$ cat src/rtl/seg_scan_ctrl.sv
// rtl/seg_scan_ctrl.sv - time-multiplexed 7-segment scan controller with double-buffered data
//
// Purpose:
//   Walks NUM_DIGITS digits one at a time through a shared BCD decoder.
//   Each digit is driven for REFRESH_DIV cycles, followed by GAP_CYCLES dark cycles.
//   Display words go into a shadow register through a valid/ready port. They are
//   copied to the active register only while idle or at a frame boundary, so a
//   frame never mixes old and new data.
//
// Ports:
//   clk          system clock
//   rst_n        asynchronous active-low reset
//   enable       scan enable; low forces the display dark
//   wr_valid     new display word offered
//   wr_data      BCD nibbles, [3:0] = digit 0 (rightmost)
//   wr_ready     shadow buffer free
//   bcd_out      nibble to the shared decoder
//   blank        force decoder segments off
//   digit_en     one-hot active-high digit select
//   frame_start  one-cycle pulse when digit 0 begins a frame
//
// Build option:
//   LEADING_ZERO_BLANK_EN - suppress leading zero digits (digit 0 is always shown)

module seg_scan_ctrl #(
  parameter int NUM_DIGITS  = 4,
  parameter int REFRESH_DIV = 50000,
  parameter int GAP_CYCLES  = 2
) (
  input  logic                      clk,
  input  logic                      rst_n,
  input  logic                      enable,
  input  logic                      wr_valid,
  input  logic [4*NUM_DIGITS-1:0]   wr_data,
  output logic                      wr_ready,
  output logic [3:0]                bcd_out,
  output logic                      blank,
  output logic [NUM_DIGITS-1:0]     digit_en,
  output logic                      frame_start
);

  localparam int IDX_W    = $clog2(NUM_DIGITS);
  localparam int PRE_W    = $clog2(REFRESH_DIV);
  localparam int GAP_W    = (GAP_CYCLES > 1) ? $clog2(GAP_CYCLES) : 1;
  localparam int GAP_LAST = (GAP_CYCLES > 0) ? GAP_CYCLES - 1 : 0;

  typedef enum logic [1:0] {S_IDLE, S_DRIVE, S_GAP} state_e;

  state_e                  state_q, state_d;
  logic [IDX_W-1:0]        idx_q, idx_d, idx_next;
  logic [PRE_W-1:0]        presc_q, presc_d;
  logic [GAP_W-1:0]        gap_q, gap_d;
  logic [4*NUM_DIGITS-1:0] active_q, active_d;
  logic [4*NUM_DIGITS-1:0] shadow_q, shadow_d;
  logic                    pending_q, pending_d;
  logic                    wr_ready_q, wr_ready_d;
  logic [3:0]              bcd_q, bcd_d;
  logic                    blank_q, blank_d;
  logic [NUM_DIGITS-1:0]   digit_en_q, digit_en_d;
  logic                    frame_q, frame_d;
  logic                    enter_drive;
  logic [NUM_DIGITS-1:0]   lz_sup;

  assign idx_next = (idx_q == IDX_W'(NUM_DIGITS - 1)) ? '0 : idx_q + 1'b1;

  // Scan sequencing, write port and shadow->active transfer.
  always_comb begin
    state_d     = state_q;
    idx_d       = idx_q;
    presc_d     = presc_q;
    gap_d       = gap_q;
    active_d    = active_q;
    shadow_d    = shadow_q;
    pending_d   = pending_q;
    enter_drive = 1'b0;

    if (wr_valid && !pending_q) begin
      shadow_d  = wr_data;
      pending_d = 1'b1;
    end

    if (!enable) begin
      state_d = S_IDLE;
      idx_d   = '0;
      presc_d = '0;
      gap_d   = '0;
    end else begin
      case (state_q)
        S_IDLE: begin
          state_d     = S_DRIVE;
          idx_d       = '0;
          presc_d     = '0;
          enter_drive = 1'b1;
        end
        S_DRIVE: begin
          if (presc_q == PRE_W'(REFRESH_DIV - 1)) begin
            presc_d = '0;
            if (GAP_CYCLES > 0) begin
              state_d = S_GAP;
              gap_d   = '0;
            end else begin
              // No dead time: move straight to the next digit.
              idx_d       = idx_next;
              enter_drive = 1'b1;
            end
          end else begin
            presc_d = presc_q + 1'b1;
          end
        end
        S_GAP: begin
          if (gap_q == GAP_W'(GAP_LAST)) begin
            gap_d       = '0;
            idx_d       = idx_next;
            state_d     = S_DRIVE;
            enter_drive = 1'b1;
          end else begin
            gap_d = gap_q + 1'b1;
          end
        end
        default: state_d = S_IDLE;
      endcase
    end

    // Accept and transfer are exclusive: accept needs pending low, transfer needs it high.
    if (pending_q && (state_q == S_IDLE || (enter_drive && idx_d == '0))) begin
      active_d  = shadow_q;
      pending_d = 1'b0;
    end
  end

`ifdef LEADING_ZERO_BLANK_EN
  // Digit k>0 is suppressed when it and every digit above it hold zero.
  always_comb begin
    logic zero_run;
    zero_run = 1'b1;
    lz_sup   = '0;
    for (int k = NUM_DIGITS - 1; k > 0; k--) begin
      zero_run  = zero_run && (active_d[4*k +: 4] == 4'd0);
      lz_sup[k] = zero_run;
    end
  end
`else
  assign lz_sup = '0;
`endif

  // Registered outputs follow the state being entered, using the post-transfer data.
  always_comb begin
    bcd_d      = bcd_q;
    blank_d    = 1'b1;
    digit_en_d = '0;
    frame_d    = enter_drive && (idx_d == '0);
    wr_ready_d = !pending_d;
    if (state_d == S_DRIVE) begin
      bcd_d = active_d[{idx_d, 2'b00} +: 4];
      if (!lz_sup[idx_d]) begin
        blank_d    = 1'b0;
        digit_en_d = {{(NUM_DIGITS-1){1'b0}}, 1'b1} << idx_d;
      end
    end
  end

  always_ff @(posedge clk or negedge rst_n) begin
    if (!rst_n) begin
      state_q    <= S_IDLE;
      idx_q      <= '0;
      presc_q    <= '0;
      gap_q      <= '0;
      active_q   <= '0;
      shadow_q   <= '0;
      pending_q  <= 1'b0;
      wr_ready_q <= 1'b1;
      bcd_q      <= 4'd0;
      blank_q    <= 1'b1;
      digit_en_q <= '0;
      frame_q    <= 1'b0;
    end else begin
      state_q    <= state_d;
      idx_q      <= idx_d;
      presc_q    <= presc_d;
      gap_q      <= gap_d;
      active_q   <= active_d;
      shadow_q   <= shadow_d;
      pending_q  <= pending_d;
      wr_ready_q <= wr_ready_d;
      bcd_q      <= bcd_d;
      blank_q    <= blank_d;
      digit_en_q <= digit_en_d;
      frame_q    <= frame_d;
    end
  end

  assign wr_ready    = wr_ready_q;
  assign bcd_out     = bcd_q;
  assign blank       = blank_q;
  assign digit_en    = digit_en_q;
  assign frame_start = frame_q;

endmodule

$ cat config.mk
export PLATFORM = sky130hd
export DESIGN_NAME = seg_scan_ctrl
export DESIGN_NICKNAME = d
export VERILOG_FILES = /design/src/rtl/seg_scan_ctrl.sv
export SDC_FILE = /design/constraint.sdc
export NUM_CORES = 1
export LEC_CHECK = 0
export CAP_MARGIN = 20
export CORE_ASPECT_RATIO = 0.8
export CORE_UTILIZATION = 54
export DETAILED_ROUTE_END_ITERATION = 7
export PLACE_DENSITY = 0.75
export REMOVE_ABC_BUFFERS = 1
export SYNTH_ARGS = -nofsm -noshare
export SYNTH_HDL_FRONTEND = slang
export SYNTH_SLANG_ARGS = --single-unit
$ cat constraint.sdc
create_clock -name clk -period 5.82 [get_ports clk]
set_input_delay 0.873 -clock clk [delete_from_list [all_inputs] [get_ports clk]]
set_output_delay 0.873 -clock clk [all_outputs]
set_load 0.005 [all_outputs]
==> impl_summary.txt <==
----------------------------------------------------
[STA]
  Ratio of final minimum period to clock period ... 48.65%
  Min Hold Slack ... 0.5079 ns
  Final Max Tran Viols ... 0
  Maximum clock frequency ... 0.3532 GHz
  Setup violations, final ... 0
  Unrepaired setup endpoints after global routing ... false
  Final number of hold-violating endpoints ... 0
  Final min period ... 2.831 ns
  Post-Route Skew ... 0.007424 ns
  Final TNS setup ... 0 ns
  Tightest Pin Transition ... 0.7911 ns
  Worst relative slew slack ... 47.26%

[Critical path]
  Setup CP Type ... input port to flip-flop
  Highest-delay cell along the critical path ... sky130_fd_sc_hd__a31oi_4
  Arrival time of the worst setup path ... 3.04 ns
  Worst Path Max Fanout ... 16
  Type of element launching the critical path ... input port
  Req. time, crit path ... 6.03 ns
  CP Cell Sequence ... clkdlybuf4s50_1 > nand2b_1 > a21oi_1 > a31oi_4 > mux2_4 > a32oi_1 > a31oi_1
  Delay contributed by the slowest stage of the critical path ... 0.64 ns
  Worst reg2reg path depth ... 7
  Worst Setup End Kind ... flip-flop

[Synth]
  Number of enable-type register cells in the synthesized netlist ... 0
  Ys async rst share ... 100.0%
  Synthesized instance count ... 247
  Avg Synthesized Cell Area ... 11.93 um^2
  Yosys warning count ... 0
  Seq/Total Area, Yosys ... 55.29%
  Total standard cell area after synthesis ... 0.002947 mm^2
  Predominant post-synthesis flop cell ... sky130_fd_sc_hd__dfrtp_1
  Count of state elements after synthesis ... 65
  Synth unique cells ... 46

[Die]
  Boundary Pins ... 31
  Die height ... 68.07 um
  Effective utilization at floorplan ... 57.52%
  Total die area ... 0.005758 mm^2
  Chip width ... 84.59 um
  Number of cell rows ... 23
  Core area ... 0.005122 mm^2

[CTS]
  Clk buf depth ... 2
  Clock tree from TritonCTS ... done
  Number of clock buffers inserted by TritonCTS ... 9
  Post-CTS repair timing setup buffer count ... 0
  Skew-Pair Late Insertion Delay ... 0.34 ns
  Hold-fix buffer count after cts ... 0
  Max H-tree Level ... 3
  Clock sink total ... 65
  CTS root buf ... sky130_fd_sc_hd__clkbuf_8
  Clock Pin Slew Worst Setup and Hold Paths ... 0.07 ns
  Number of gates resized after cts ... 0

[Route]
  Number of detailed-route iterations in the first pass ... 8
  Remaining antenna violation count ... 0
  Routed length per placed instance ... 16.68 um
  Detailed-route wire length ... 5.805 mm
  Post-detailed-route via-to-cell ratio ... 5.830
  Post-detailed-route DRC marker count ... 1
  Number of DRC markers in iteration 0 ... 147
  Vias after detailed routing ... 2029

[Finish]
  Number of fill cells ... 396
  Inserted Diodes ... 0
  Post-layout nets ... 303
  Ratio of cells with drive above 1 in the final layout ... 21.33%
  Layout Area Growth over Synthesis ... 19.02%

[Power]
  Leakage power total ... 1.517 nW
  PD cells ... 339.5 mW/mm^2
  Peak supply drop ... 238.8 uV

[Global routing]
  Global routing met1 resource utilization ... 32.51%
  Via count of the first global-routing pass ... 1903
  Global router's overall resource usage ... 21.98%
  Aggregate global routing overflow ... 0
  Routing usage on met2 ... 31.81%
  Layer with the highest usage after global routing ... met1
  Met3 capacity usage during global routing ... 5.549%
  Pin count of the biggest net entering global routing ... 66
  Number of antenna violations at the first check in global routing ... 0
  Global-route wire length before repair ... 9.446 mm

[Hold path]
  Class of the worst hold path ... flip-flop to flip-flop
  Depth of the worst hold-timing path ... 1

[Place]
  # port buffers ... 30
  Final Wtd Congestion ... 0.8215
  HPWL after detailed placement ... 3.968 mm

[Run status]
  Result of the run ... finished with violations
  Violations in the final reports ... DRC

[Flow run]
  Number of maximum-capacitance constraint violations ... 0

----------------------------------------------------
## layout make-up
| cell class | instances | area, um^2 | share of cell area, % |
|---|---|---|---|
| sequential | 65 | 1629 | 46.45 |
| inverter | 7 | 26.28 | 0.7492 |
| clock inverter | 7 | 93.84 | 2.676 |
| tap | 62 | 77.57 | 2.212 |
| multi-input combinational | 166 | 1246 | 35.53 |
| clock buffer | 9 | 123.9 | 3.532 |
| timing repair buffer | 32 | 310.3 | 8.848 |
## kinds of logic after synthesis
kind of cell | count (synthesis) | synth area share [%]
adder cells (fa/ha/maj) | 2 | 0.8491
XOR/XNOR | 8 | 2.378
flip-flops | 65 | 55.29
buffers and inverters | 16 | 2.420
AND/OR/NAND/NOR | 83 | 15.80
multiplexers | 34 | 13.55
AO/OA/AOI/OAI | 39 | 9.725
## path summary, 6_finish.rpt
check                                 startpoint                endpoint  slack [ns]
max in group asynchronous                  rst_n  active_q[12]$_DFF_PN0_        4.61
setup reg to reg              idx_q[0]$_DFF_PN0_  bcd_out[1]$_DFFE_PN0P_        3.21
setup / recovery                          enable  bcd_out[1]$_DFFE_PN0P_        2.99
min in group asynchronous                  rst_n  presc_q[9]$_DFFE_PN0P_        0.70
hold reg to reg            active_q[8]$_DFF_PN0_   active_q[8]$_DFF_PN0_        0.51
hold / removal             active_q[8]$_DFF_PN0_   active_q[8]$_DFF_PN0_        0.51
## metrics by stage
step	std cells	total power [mW]	setup WS, ns	cell area [um^2]	util (%)
after floorplan	238	0.6992	3.601	2902	-
after detailed placement	332	0.7806	2.671	3289	64.22
final	348	1.191	2.989	3507	68.47
after global routing	348	1.240	2.915	3507	68.47
after CTS	348	1.196	3.024	3507	68.47
after global placement	332	0.7713	2.781	3289	64.22
## Yosys cell counts (2+ instances only)
cell type	count	area [um^2]
sky130_fd_sc_hd__o31ai_1	4	30.03
sky130_fd_sc_hd__and2_1	5	31.28
sky130_fd_sc_hd__nand2_1	12	45.04
sky130_fd_sc_hd__ha_1	2	25.02
sky130_fd_sc_hd__a31oi_1	6	37.54
sky130_fd_sc_hd__nor2_1	20	75.07
sky130_fd_sc_hd__a21oi_1	2	10.01
sky130_fd_sc_hd__nor2b_1	8	50.05
sky130_fd_sc_hd__xor2_1	6	52.55
sky130_fd_sc_hd__nand3b_1	3	22.52
sky130_fd_sc_hd__o21a_1	2	15.01
sky130_fd_sc_hd__xnor2_1	2	17.52
sky130_fd_sc_hd__a32oi_1	2	17.52
sky130_fd_sc_hd__mux2_2	27	304.0
sky130_fd_sc_hd__a22oi_1	4	30.03
sky130_fd_sc_hd__buf_2	3	15.01
sky130_fd_sc_hd__dfrtp_1	63	1577
sky130_fd_sc_hd__mux2i_1	2	20.02
sky130_fd_sc_hd__clkbuf_1	4	15.01
sky130_fd_sc_hd__nor3_1	2	10.01
sky130_fd_sc_hd__nand3_1	11	55.05
sky130_fd_sc_hd__nand2b_1	5	31.28
sky130_fd_sc_hd__o21ai_0	12	60.06
sky130_fd_sc_hd__mux2_4	5	75.07
sky130_fd_sc_hd__inv_1	6	22.52
sky130_fd_sc_hd__and3_1	8	50.05
sky130_fd_sc_hd__dfstp_2	2	52.55
## critical path, delay by kind of cell
family | cells | cell delay [ns]
buffers and inverters | 1 | 0.57
multiplexers | 1 | 0.36
AO/OA/AOI/OAI | 4 | 1.08
AND/OR/NAND/NOR | 1 | 0.14
## per-layer routing
layer  vias up  share of wire [%]
met3         7                5.6
li1        943                  -
met1      1011                 48
met4         0                1.1
met2        68                 45
met5         -                  0
## registers in the layout (all words and copies together) (netlist names)
| signal | count |
|---|---|
| active_q | 16 |
| presc_q | 16 |
| shadow_q | 16 |
| bcd_out | 4 |
| digit_en | 4 |
| idx_q | 2 |
| state_q | 2 |
| blank | 1 |
| frame_start | 1 |
| gap_q | 1 |
| pending_q | 1 |
| wr_ready | 1 |
## placed cells by master (no fill, tap or decap), types with 3 or more instances in the layout
master                             n
sky130_fd_sc_hd__dfrtp_1          63
sky130_fd_sc_hd__clkdlybuf4s50_1  29
sky130_fd_sc_hd__mux2_2           27
sky130_fd_sc_hd__nor2_1           20
sky130_fd_sc_hd__nand2_1          12
sky130_fd_sc_hd__o21ai_0          12
sky130_fd_sc_hd__nand3_1          11
sky130_fd_sc_hd__clkbuf_8          9
sky130_fd_sc_hd__nor2b_1           8
sky130_fd_sc_hd__and3_1            8
sky130_fd_sc_hd__inv_1             6
sky130_fd_sc_hd__a31oi_1           6
sky130_fd_sc_hd__xor2_1            6
sky130_fd_sc_hd__and2_1            5
sky130_fd_sc_hd__nand2b_1          5
sky130_fd_sc_hd__mux2_4            5
sky130_fd_sc_hd__o31ai_1           4
sky130_fd_sc_hd__a22oi_1           4
sky130_fd_sc_hd__nand3b_1          3
## report_power, final
part | internal [mW] | switching [mW] | leakage [nW]
registers | 0.538 | 0.0489 | 0.809
clock network | 0.241 | 0.178 | 0.106
logic | 0.118 | 0.0668 | 0.602
total | 0.897 | 0.293 | 1.52
Note: power is estimated with default switching activity, not from simulation.
